File: src/rtl/painel_pkg.sv
// Shared definitions for the LED matrix scan path.
// Latency: none (constants, types and a pure function only).
// Backpressure: not applicable.
// Contents: matrix geometry, scan FSM state enum, idle row-select
// pattern and a helper that builds the active-low one-hot row select.
package painel_pkg;

   localparam int NLINHAS  = 5;
   localparam int NCOLUNAS = 7;

   // Row select is active-low, so "no row" is all ones.
   localparam logic [NLINHAS-1:0] SEL_NENHUMA = 5'b11111;

   typedef enum logic [1:0] {IDLE, LOAD, BLANK, SHOW} estado_t;

   // Active-low one-hot select for row index idx (0..NLINHAS-1).
   function automatic logic [NLINHAS-1:0] sel_de(input logic [2:0] idx);
      logic [NLINHAS-1:0] s;
      s      = SEL_NENHUMA;
      s[idx] = 1'b0;
      return s;
   endfunction

endpackage

File: src/rtl/pwm_brilho.sv
// Brightness PWM: lights columns for the first 'nivel' cycles of every 16 SHOW cycles.
// Latency: combinational decision for the next cycle; phase counter updates on CLK.
// Backpressure: none; follows the scan FSM unconditionally.
// Ports: CLK, RST (sync, active-high); avanca = next cycle is another cycle
// of the same SHOW slot; nivel = brightness 0..15; aceso_n = columns lit next cycle.
module pwm_brilho (
   input  logic       CLK,
   input  logic       RST,
   input  logic       avanca,
   input  logic [3:0] nivel,
   output logic       aceso_n
);

   // fase holds the SHOW-cycle count (mod 16) of the current cycle.
   logic [3:0] fase;
   logic [3:0] fase_n;

   // The first SHOW cycle after a blank restarts the phase at 0.
   always_comb begin
      fase_n = avanca ? fase + 4'd1 : 4'd0;
   end

   assign aceso_n = (fase_n < nivel);

   always_ff @(posedge CLK) begin
      if (RST) begin
         fase <= 4'd0;
      end else begin
         fase <= fase_n;
      end
   end

endmodule

File: src/rtl/varredura_matriz.sv
// Row-multiplexed scan of a 5x7 LED matrix with a per-frame snapshot of the row data.
// Latency: outputs registered (Moore); first lit cycle 1+BLANK cycles after LOAD.
// Backpressure: none; en is only sampled in IDLE and on the last cycle of a frame.
// Ports: CLK, RST (sync, active-high), en, linha1..linha5 (bit 0 = leftmost, 1 = on);
// sel_linha (active-low one-hot), colunas (1 = lit), linha_atual (0..4), quadro_fim.
// Option: define BRILHO_EN to add the 4-bit brilho input (PWM duty brilho/16 while shown).
module varredura_matriz
   import painel_pkg::*;
#(
   parameter int DWELL = 1000,
   parameter int BLANK = 16
) (
   input  logic                CLK,
   input  logic                RST,
   input  logic                en,
   input  logic [NCOLUNAS-1:0] linha1,
   input  logic [NCOLUNAS-1:0] linha2,
   input  logic [NCOLUNAS-1:0] linha3,
   input  logic [NCOLUNAS-1:0] linha4,
   input  logic [NCOLUNAS-1:0] linha5,
`ifdef BRILHO_EN
   input  logic [3:0]          brilho,
`endif
   output logic [NLINHAS-1:0]  sel_linha,
   output logic [NCOLUNAS-1:0] colunas,
   output logic [2:0]          linha_atual,
   output logic                quadro_fim
);

   localparam int CW = $clog2(DWELL);
   localparam logic [CW-1:0] ULT_BLANK = CW'(BLANK - 1);
   localparam logic [CW-1:0] ULT_SHOW  = CW'(DWELL - BLANK - 1);
   localparam logic [2:0]    ULT_LINHA = 3'(NLINHAS - 1);

   estado_t             estado, estado_n;
   logic [CW-1:0]       cnt, cnt_n;
   logic [2:0]          linha_n;
   logic [NLINHAS-1:0]  sel_n;
   logic [NCOLUNAS-1:0] col_n;
   logic                fim_n;
   logic                aceso_n;

   logic [NCOLUNAS-1:0] entrada [NLINHAS];
   logic [NCOLUNAS-1:0] quadro  [NLINHAS];

   always_comb begin
      entrada[0] = linha1;
      entrada[1] = linha2;
      entrada[2] = linha3;
      entrada[3] = linha4;
      entrada[4] = linha5;
   end

`ifdef BRILHO_EN
   logic [3:0] nivel;

   pwm_brilho u_pwm (
      .CLK     (CLK),
      .RST     (RST),
      .avanca  ((estado == painel_pkg::SHOW) && (estado_n == painel_pkg::SHOW)),
      .nivel   (nivel),
      .aceso_n (aceso_n)
   );
`else
   assign aceso_n = 1'b1;
`endif

   // Next state and next-cycle outputs. Outputs are derived from the next
   // state so that they change on the same edge as the state register.
   always_comb begin
      estado_n = estado;
      linha_n  = linha_atual;
      unique case (estado)
         painel_pkg::IDLE: begin
            if (en) begin
               estado_n = painel_pkg::LOAD;
               linha_n  = 3'd0;
            end
         end
         painel_pkg::LOAD: begin
            estado_n = painel_pkg::BLANK;
         end
         painel_pkg::BLANK: begin
            if (cnt == ULT_BLANK) begin
               estado_n = painel_pkg::SHOW;
            end
         end
         painel_pkg::SHOW: begin
            if (cnt == ULT_SHOW) begin
               if (linha_atual == ULT_LINHA) begin
                  // Frame end: en decides whether another frame follows.
                  // linha_atual holds its value when going idle.
                  if (en) begin
                     estado_n = painel_pkg::LOAD;
                     linha_n  = 3'd0;
                  end else begin
                     estado_n = painel_pkg::IDLE;
                  end
               end else begin
                  estado_n = painel_pkg::BLANK;
                  linha_n  = linha_atual + 3'd1;
               end
            end
         end
         default: estado_n = painel_pkg::IDLE;
      endcase

      // Dwell counter restarts on every state change and stays parked in IDLE.
      if ((estado_n != estado) || (estado == painel_pkg::IDLE)) begin
         cnt_n = '0;
      end else begin
         cnt_n = cnt + 1'b1;
      end

      sel_n = SEL_NENHUMA;
      col_n = '0;
      if (estado_n == painel_pkg::SHOW) begin
         sel_n = sel_de(linha_n);
         if (aceso_n) begin
            col_n = quadro[linha_n];
         end
      end

      fim_n = (estado_n == painel_pkg::SHOW) && (cnt_n == ULT_SHOW) &&
              (linha_n == ULT_LINHA);
   end

   always_ff @(posedge CLK) begin
      if (RST) begin
         estado      <= painel_pkg::IDLE;
         cnt         <= '0;
         linha_atual <= 3'd0;
         sel_linha   <= SEL_NENHUMA;
         colunas     <= '0;
         quadro_fim  <= 1'b0;
         for (int i = 0; i < NLINHAS; i++) begin
            quadro[i] <= '0;
         end
`ifdef BRILHO_EN
         nivel       <= 4'd0;
`endif
      end else begin
         estado      <= estado_n;
         cnt         <= cnt_n;
         linha_atual <= linha_n;
         sel_linha   <= sel_n;
         colunas     <= col_n;
         quadro_fim  <= fim_n;
         // Snapshot taken during the single LOAD cycle; the buffer is
         // never read on that edge because the next state is BLANK.
         if (estado == painel_pkg::LOAD) begin
            for (int i = 0; i < NLINHAS; i++) begin
               quadro[i] <= entrada[i];
            end
`ifdef BRILHO_EN
            nivel <= brilho;
`endif
         end
      end
   end

endmodule

File: config.mk
export PLATFORM = sky130hd
export DESIGN_NAME = varredura_matriz
export DESIGN_NICKNAME = d
export VERILOG_FILES = /design/src/rtl/painel_pkg.sv /design/src/rtl/pwm_brilho.sv /design/src/rtl/varredura_matriz.sv
export SDC_FILE = /design/constraint.sdc
export NUM_CORES = 1
export LEC_CHECK = 0
export CORE_UTILIZATION = 56
export CTS_BUF_LIST = sky130_fd_sc_hd__clkbuf_4 sky130_fd_sc_hd__clkbuf_8 sky130_fd_sc_hd__clkbuf_16
export DETAILED_ROUTE_END_ITERATION = 16
export HOLD_SLACK_MARGIN = 0.02
export PLACE_DENSITY = 0.84
export SLEW_MARGIN = 20
export SYNTH_ARGS = -nofsm -noshare
export SYNTH_HDL_FRONTEND = slang
export SYNTH_HIERARCHICAL = 1
export SYNTH_SLANG_ARGS = --single-unit
File: constraint.sdc
create_clock -name CLK -period 8 [get_ports CLK]
set_input_delay 1.2 -clock CLK [delete_from_list [all_inputs] [get_ports CLK]]
set_output_delay 1.2 -clock CLK [all_outputs]
set_load 0.01 [all_outputs]
; Yosys cells after proc, flatten, opt, wreduce, memory -nomap -nowiden
; Memories as Yosys holds them, arrays and structs flattened. A register that Yosys moved wholly into a read port is not among the register bits.
; Index checks and enable logic that the tools add are counted.
[totals]
elab_cells = 56
register_bits = 21
romBits = 0
latchBits = 0
ramBits = 35
output_inout_bits = 16
mem_count = 1
[op_classes]
div = 0
n_shift = 0
n_mul = 0
bitwise_logic = 7
order_cmp = 2
n_eq_ne = 10
add_sub_neg = 2
reduce_logical = 6
muxes = 23
[memory_table]
columns = name, words, width, rd, rd_clocked_by_memory_dff, wr, line
row1 = quadro, 5, 7, 1, 1, 5, varredura_matriz.sv:44  ; logic [NCOLUNAS-1:0] quadro [NLINHAS];
[ops]
columns = op, count
row1 = $mux W7, 5
row2 = $eq A10 B10 Y1 const B, 2
row3 = $add A10 B1 Y10 const B, 1
row4 = $eq A10 B4 Y1 const B, 1
row5 = $mux W10, 1
row6 = $mux W3, 3
row7 = $mux W2, 4
row8 = $pmux W2 S4, 1
row9 = $mux W1, 7
row10 = $eq A2 B2 Y1 const B, 3
row11 = $eq A3 B3 Y1 const B, 2
row12 = $pmux W3 S2, 1
row13 = $not A5 Y5, 1
row14 = $or A1 B1 Y1, 5
row15 = $lt A3 B4 Y1 const B, 1
row16 = $add A3 B1 Y3 const B, 1
row17 = $demux W1 S3, 1
row18 = $ge A3 B1 Y1 const B, 1
row19 = $logic_and A1 B1 Y1, 3
row20 = $eq A2 B1 Y1 const B, 1
row21 = $logic_not A2 Y1, 1
row22 = $ne A2 B2 Y1, 1
row23 = $reduce_or A2 Y1, 1
row24 = $logic_or A1 B1 Y1, 1
row25 = $not A1 Y1, 1

; Longest topological paths before layout
[depth]
ltp_word = 10
mapped_depth = 11

; Worst setup path before layout
; No wires, ideal clock.
[synth_path]
kind = input to register
start = input en
end = register colunas[4], read port of quadro
slack_ps = 4928
cell_stages = 8
arrival_ps = 2954
n_path_buf = 2
cell_sequence = and2b_4 a311o_1 o21a_4 or2_1 buf_6 buf_8 mux2_4 o2111a_1
[synth_between]
elab_chain_cells = 7
[synth_rtl]
columns = item, line
row1 = "start, declared", varredura_matriz.sv:15  ; input logic en,
row2 = $mux W1, varredura_matriz.sv:93  ; if (en) begin
row3 = $mux W2, varredura_matriz.sv:90  ; if (linha_atual == ULT_LINHA) begin
row4 = $mux W2, varredura_matriz.sv:89  ; if (cnt == ULT_SHOW) begin
row5 = $pmux W2 S4, varredura_matriz.sv:73  ; unique case (estado)
row6 = $eq A2 B2 Y1, varredura_matriz.sv:117  ; if (estado_n == painel_pkg::SHOW) begin
row7 = $not A1 Y1 (no line), -
row8 = $reduce_or A2 Y1 (no line), -
row9 = "end, declared", varredura_matriz.sv:25  ; output logic [NCOLUNAS-1:0] colunas,
; Several ways; a longest one is shown, not always the timed one.
; A chain may end at the register's enable or synchronous reset.

; Worst setup path after layout
; Same ends and word-level chain as after synthesis.

==> impl_metrics.py <==
metrics = {
    "power": {
        "p_leak_nw": 1.369,
        "ir_worst_vdd_v": 0.0001376,
        "power_per_cell_area_nw_per_um2": 247.7,
    },
    "cts": {
        "clkTransAtPathRegs_ns": 0.07,
        "postCtsSetupBuffers": 0,
        "cts_resized": 0,
        "cts_root_buffer": "clkbuf_8",
        "cts.hold.buffers_added": 0,
        "cts_buffers": 9,
        "cts_sinks": 63,
        "clock_latency_ns": 0.33,
        "tritoncts": "done",
        "cts_htree_levels": 3,
        "clk_path_buf_depth": 2,
    },
    "timing": {
        "tightest_slew_ns": 0.7952,
        "whs_ns": 0.4881,
        "slew_violations": 0,
        "max_freq_mhz": 289.6,
        "clock_skew_ns": 0.007450,
        "rsz0062_at_grt": "false",
        "setup_viol": 0,
        "finalCritPeriodShare_pct": 43.16,
        "period_needed_ns": 3.453,
        "final_hold_viol_count": 0,
        "slew_headroom_pct": 46.98,
        "timing.setup.tns_ns": 0,
    },
    "critical_path": {
        "cp.arrival_ns": 3.67,
        "crit_type": "in2reg",
        "startpoint_type": "input port",
        "cp_max_fo": 15,
        "required_ns": 8.22,
        "r2r.worst_path.cells": 8,
        "critPathCaptureType": "flop",
        "startpoint": "en",
        "rrSetupSlack_ns": 5.00,
        "reg2reg_from": "linha_atual[0]",
    },
    "floorplanning": {
        "die_y_um": 75.59,
        "row_count": 26,
        "start_util_pct": 58.64,
        "core_area_um2": 5172,
        "die-width_um": 75.59,
        "die_area_um2": 5714,
        "ios": 54,
    },
    "grt": {
        "grt_pass1_vias": 2064,
        "grt_use_total_pct": 22.62,
        "gr-total-overflow": 0,
        "antenna_found_initial": 0,
        "grt_pass1_wl_mm": 9.287,
        "grt_start_max_net_pins": 36,
    },
    "detailed_routing": {
        "via_count": 2253,
        "drt_iter0_drc": 185,
        "detail-route-antenna-nets": 0,
        "routedWlPerCell_um": 15.05,
        "drc": 0,
        "viasPerCell": 5.549,
        "wl_mm": 6.112,
        "drt-pass1-iter-count": 4,
    },
    "synth": {
        "syn-mean-instance-area_um2": 10.95,
        "yosysTopAreaCellShare_pct": 34.65,
        "syn-num-nets": 322,
        "syn_area_um2": 3033,
        "synth_edf_count": 35,
        "ys_seq_elements": 63,
        "syn_inst": 277,
        "async_reset_ff_share_pct": 0,
        "ys_seq_area_share_pct": 53.14,
        "synthFlopType": "edfxtp_1",
        "yosys.area.top_type": "edfxtp_1",
        "yosysWarnings": 6,
        "yosysUniqueCellTypes": 54,
        "yosys-top-cells-area": "edfxtp_1, dfxtp_1, and2_1, ha_1, o2111a_1",
    },
    "final_layout": {
        "diodes": 0,
        "finalNetCount": 376,
        "area_delta_synth_final_pct": 24.88,
        "drive_gt1_share_pct": 11.90,
    },
    "placement": {
        "hpwl_mm": 4.468,
        "io_buffers": 53,
        "place_congestion": 0.9409,
    },
    "status": {
        "outcome": "completed",
    },
    "worst_hold_path": {
        "whs_path_depth": 1,
        "hold_path.class": "reg2reg",
        "hold_start": "cnt[0]",
    },
    "job": {
        "maxCapViolCount": 0,
    },
}
[state kept, by name, summed over array words and instances (netlist names)]
name         flops
quadro          35
sel_linha        5
estado           2
linha_atual      3
cnt             10
colunas          7
quadro_fim       1
[metrics by stage]
step | instances | instance area, µm² | util [%] | setup slack (ns) | total power, mW
2_1_floorplan | 277 | 3033 | - | 4.928 | 0.6021
3_3_place_gp | 390 | 3600 | 69.59 | 4.318 | 0.6753
3_5_place_dp | 390 | 3600 | 69.59 | 4.232 | 0.6816
4_1_cts | 406 | 3787 | 73.22 | 4.575 | 0.9416
5_1_grt | 406 | 3787 | 73.22 | 4.516 | 0.9817
6_report | 406 | 3787 | 73.22 | 4.547 | 0.9383
[cell families (layout without fill, tap and decap cells)]
kind of cell	after synthesis	count (layout)	synth area share, %
and+or+nand+nor	117	117	21.95
DFF	63	63	53.14
AOI/OAI and AO/OA	46	46	12.13
buffers and inverters	27	86	4.043
muxes	9	9	3.548
xor gates and xnor gates	8	8	2.310
adders and majority gates	7	7	2.888
[routing by layer]
layer / vias to the layer above / part of all wire, % / global-route usage, %
met4: 0 / 1.9 / 8.848
met5: - / 0 / 0
li1: 1111 / - / -
met3: 12 / 4.9 / 5.820
met2: 89 / 47 / 35.12
met1: 1041 / 46 / 30.64
[cell type report]
cell class	instances	area (µm²)
clock buffer	9	123.9
clock inverter	7	63.81
fill	368	1385
inverter	15	56.30
multi-input combinational	187	1299
sequential	63	1612
tap	70	87.58
timing repair buffer	55	545.5
[final timing paths]
check,to
min reg2reg,cnt[0]
max reg2reg,colunas[5]
max,colunas[4]
min,cnt[0]
[worst max-delay path, stage by stage]
cell	delay, ns
clkdlybuf4s50_1	0.53
and2b_4	0.21
a311o_1	0.38
o21a_4	0.27
or2_1	0.47
mux2_4	0.39
o2111a_1	0.23
[power by group]
| group | internal [mW] | switching [mW] | total (mW) |
|---|---|---|---|
| logic | 0.104 | 0.122 | 0.225 |
| clock network | 0.141 | 0.121 | 0.262 |
| registers | 0.424 | 0.0265 | 0.451 |
| total | 0.670 | 0.269 | 0.938 |
[synthesized netlist by cell type (2+ instances only)]
master     instances
nor3_1             4
or2_2             10
and2_1            38
nor4b_1            2
o41ai_1            2
nand4_1            4
o32ai_1            2
nor2_1            20
xnor2_1            4
mux2_4             2
xor2_1             4
o2111a_1           7
mux2_2             6
dfxtp_1           28
nor4_1             2
clkbuf_1           8
nand4b_1           3
nand2_1           12
and3_1             2
nor2b_1            3
edfxtp_1          35
ha_1               7
o21ai_0            8
inv_1             14
o2111ai_1          7
nand3_1            9
a21oi_1            6
buf_2              2
[layout by cell type (no fill, tap or decap), types with 3 or more instances in the layout]
| cell | count |
|---|---|
| clkdlybuf4s50_1 | 53 |
| and2_1 | 38 |
| edfxtp_1 | 35 |
| dfxtp_1 | 28 |
| nor2_1 | 20 |
| inv_1 | 14 |
| nand2_1 | 12 |
| or2_2 | 10 |
| nand3_1 | 9 |
| clkbuf_8 | 9 |
| o21ai_0 | 8 |
| o2111ai_1 | 7 |
| o2111a_1 | 7 |
| ha_1 | 7 |
| a21oi_1 | 6 |
| mux2_2 | 6 |
| clkinv_2 | 5 |
| nand4_1 | 4 |
| nor3_1 | 4 |
| xnor2_1 | 4 |
| xor2_1 | 4 |
| nor2b_1 | 3 |
| nand4b_1 | 3 |
No activity file was read; power rests on OpenSTA's default activity.
==> RTL edit, RTL diff (same settings) <==
Add a define of `BRILHO_EN`.
--- a/src/rtl/varredura_matriz.sv
+++ b/src/rtl/varredura_matriz.sv
@@ -6,2 +6,4 @@
 // Option: define BRILHO_EN to add the 4-bit brilho input (PWM duty brilho/16 while shown).
+`define BRILHO_EN
+
 module varredura_matriz
Interface: changed (added brilho); port bits go from 54 to 58. The function was not compared with the original's and may differ.
==> RTL edit against the unedited design <==
Clock power is 3% lower; largest power group unchanged; synthesized area is 12% higher; sequential share of layout area hardly changed; design area is 9.9% higher; power is 3.3% higher; critical path depth is 6 higher; final cell count is 12% higher; routed wire length is 13% higher; worst setup slack worse by 0.63 ns; sequential cell count is 8 higher; non-clock buffer count is 3 higher; sequential power is 7.3% higher; maximum frequency is 15% lower.
==> RTL edit: results <==
export IMPL_hold_path_endpoint="u_pwm/fase[0]$_SDFF_PP0_"
export IMPL_grt_max_degree=36
export IMPL_cts_max_level=3
export IMPL_drive_gt1_share_pct=6.79
export IMPL_grt_util_met3_pct=5.26
export IMPL_clkPwrFrac_pct=26.1
export IMPL_postPlaceCellArea_um2=3990
export IMPL_synth_nets=376
export IMPL_ir_drop_uv=160
export IMPL_skew_ns=0.00633
export IMPL_met2_length_um=3550
export IMPL_drt_met1_wl_um=2850
export IMPL_io_buffers=57
export IMPL_drtIter0Drc=178
export IMPL_gr_usage_met2_pct=42.1
export IMPL_dp_hpwl_um=5070
export IMPL_yosysUniqueCellTypes=57
export IMPL_grt_pass1_wl_um=11300
export IMPL_seqPwrFrac_pct=50.0
export IMPL_yosys_top_cells_count="40 x and2_1, 36 x dfxtp_1, 35 x edfxtp_1"
export IMPL_p_int_w=0.000679
export IMPL_hold_start="u_pwm/fase[0]$_SDFF_PP0_"
export IMPL_cts_made_buffers=9
export IMPL_drtPass1Iterations=5
export IMPL_r2r_setup_slack_ns=4.43
export IMPL_grt_use_met1_pct=27.2
export IMPL_crit_fanout=7
export IMPL_worstSetupEndpoint="colunas[5]$_SDFF_PP0_"
export IMPL_wl_per_cell_um=15.1
export IMPL_status="complete, no violations"
export IMPL_crit_reg2reg_launch="cnt[0]$_SDFF_PP0_"
export IMPL_ys_seq_area_share_pct=52.3
export IMPL_num_vias=2575
export IMPL_instances_no_fill=455
export IMPL_routabilityCongestion=0.843
export IMPL_worstPathArrival_ns=4.34
export IMPL_avgSynthCellArea_um2=10.5
export IMPL_synth_ff_type="dfxtp_1"
export IMPL_fin_nets=431
export IMPL_grt_use_total_pct=23.9
export IMPL_relSlewSlack_pct=38.2
export IMPL_top_layer="met4"
export IMPL_ctsRootBufferMaster="clkbuf_8"
export IMPL_first_global_vias=2491
export IMPL_min_path_type="flop to flop"
export IMPL_fin_crit_ns=4.08
export IMPL_worstRegToRegCells=13
export IMPL_critPathKind="primary input to flop"
export IMPL_pg_comb_w=0.000232
export IMPL_leakagePower_nw=1.58
export IMPL_place_ws_ns=3.61
export IMPL_netlist_top_cells_area="edfxtp_1 31%, dfxtp_1 21%, and2_1 7.4%"
export IMPL_holdWs_ns=0.473
export IMPL_clk_pin_slew_ns=0.08
export IMPL_post_place_cells=439
export IMPL_synth_edf_count=35
export IMPL_met3_length_um=305
[RTL edit: cell type report]
type / instances / area, µm²
clock inverters: 7 / 47.5
inverters: 12 / 45.0
repair buffers: 58 / 578
multi-input cells: 226 / 1510
clock buffers: 9 / 124
fillers: 420 / 1510
flip-flops and latches: 71 / 1770
well taps: 72 / 90.1
[RTL edit: cells by family after synthesis]
family	synth area share (%)
adder cells (fa/ha/maj)	4.06
XOR/XNOR	2.84
flip-flops	52.3
AO/OA/AOI/OAI	12.1
AND/OR/NAND/NOR	24.2
buffers and inverters	3.25
multiplexers	1.18
[RTL edit: critical path: stages]
cell	delay, ns
clkdlybuf4s50_1	0.59
nand3_1	0.11
a41oi_1	0.23
o31ai_1	0.11
o21a_1	0.15
nor3_1	0.39
and2_1	0.21
ha_1	0.24
nor2b_4	0.13
a311o_1	0.31
a31oi_1	0.17
nand3b_1	0.26
a31oi_1	0.25
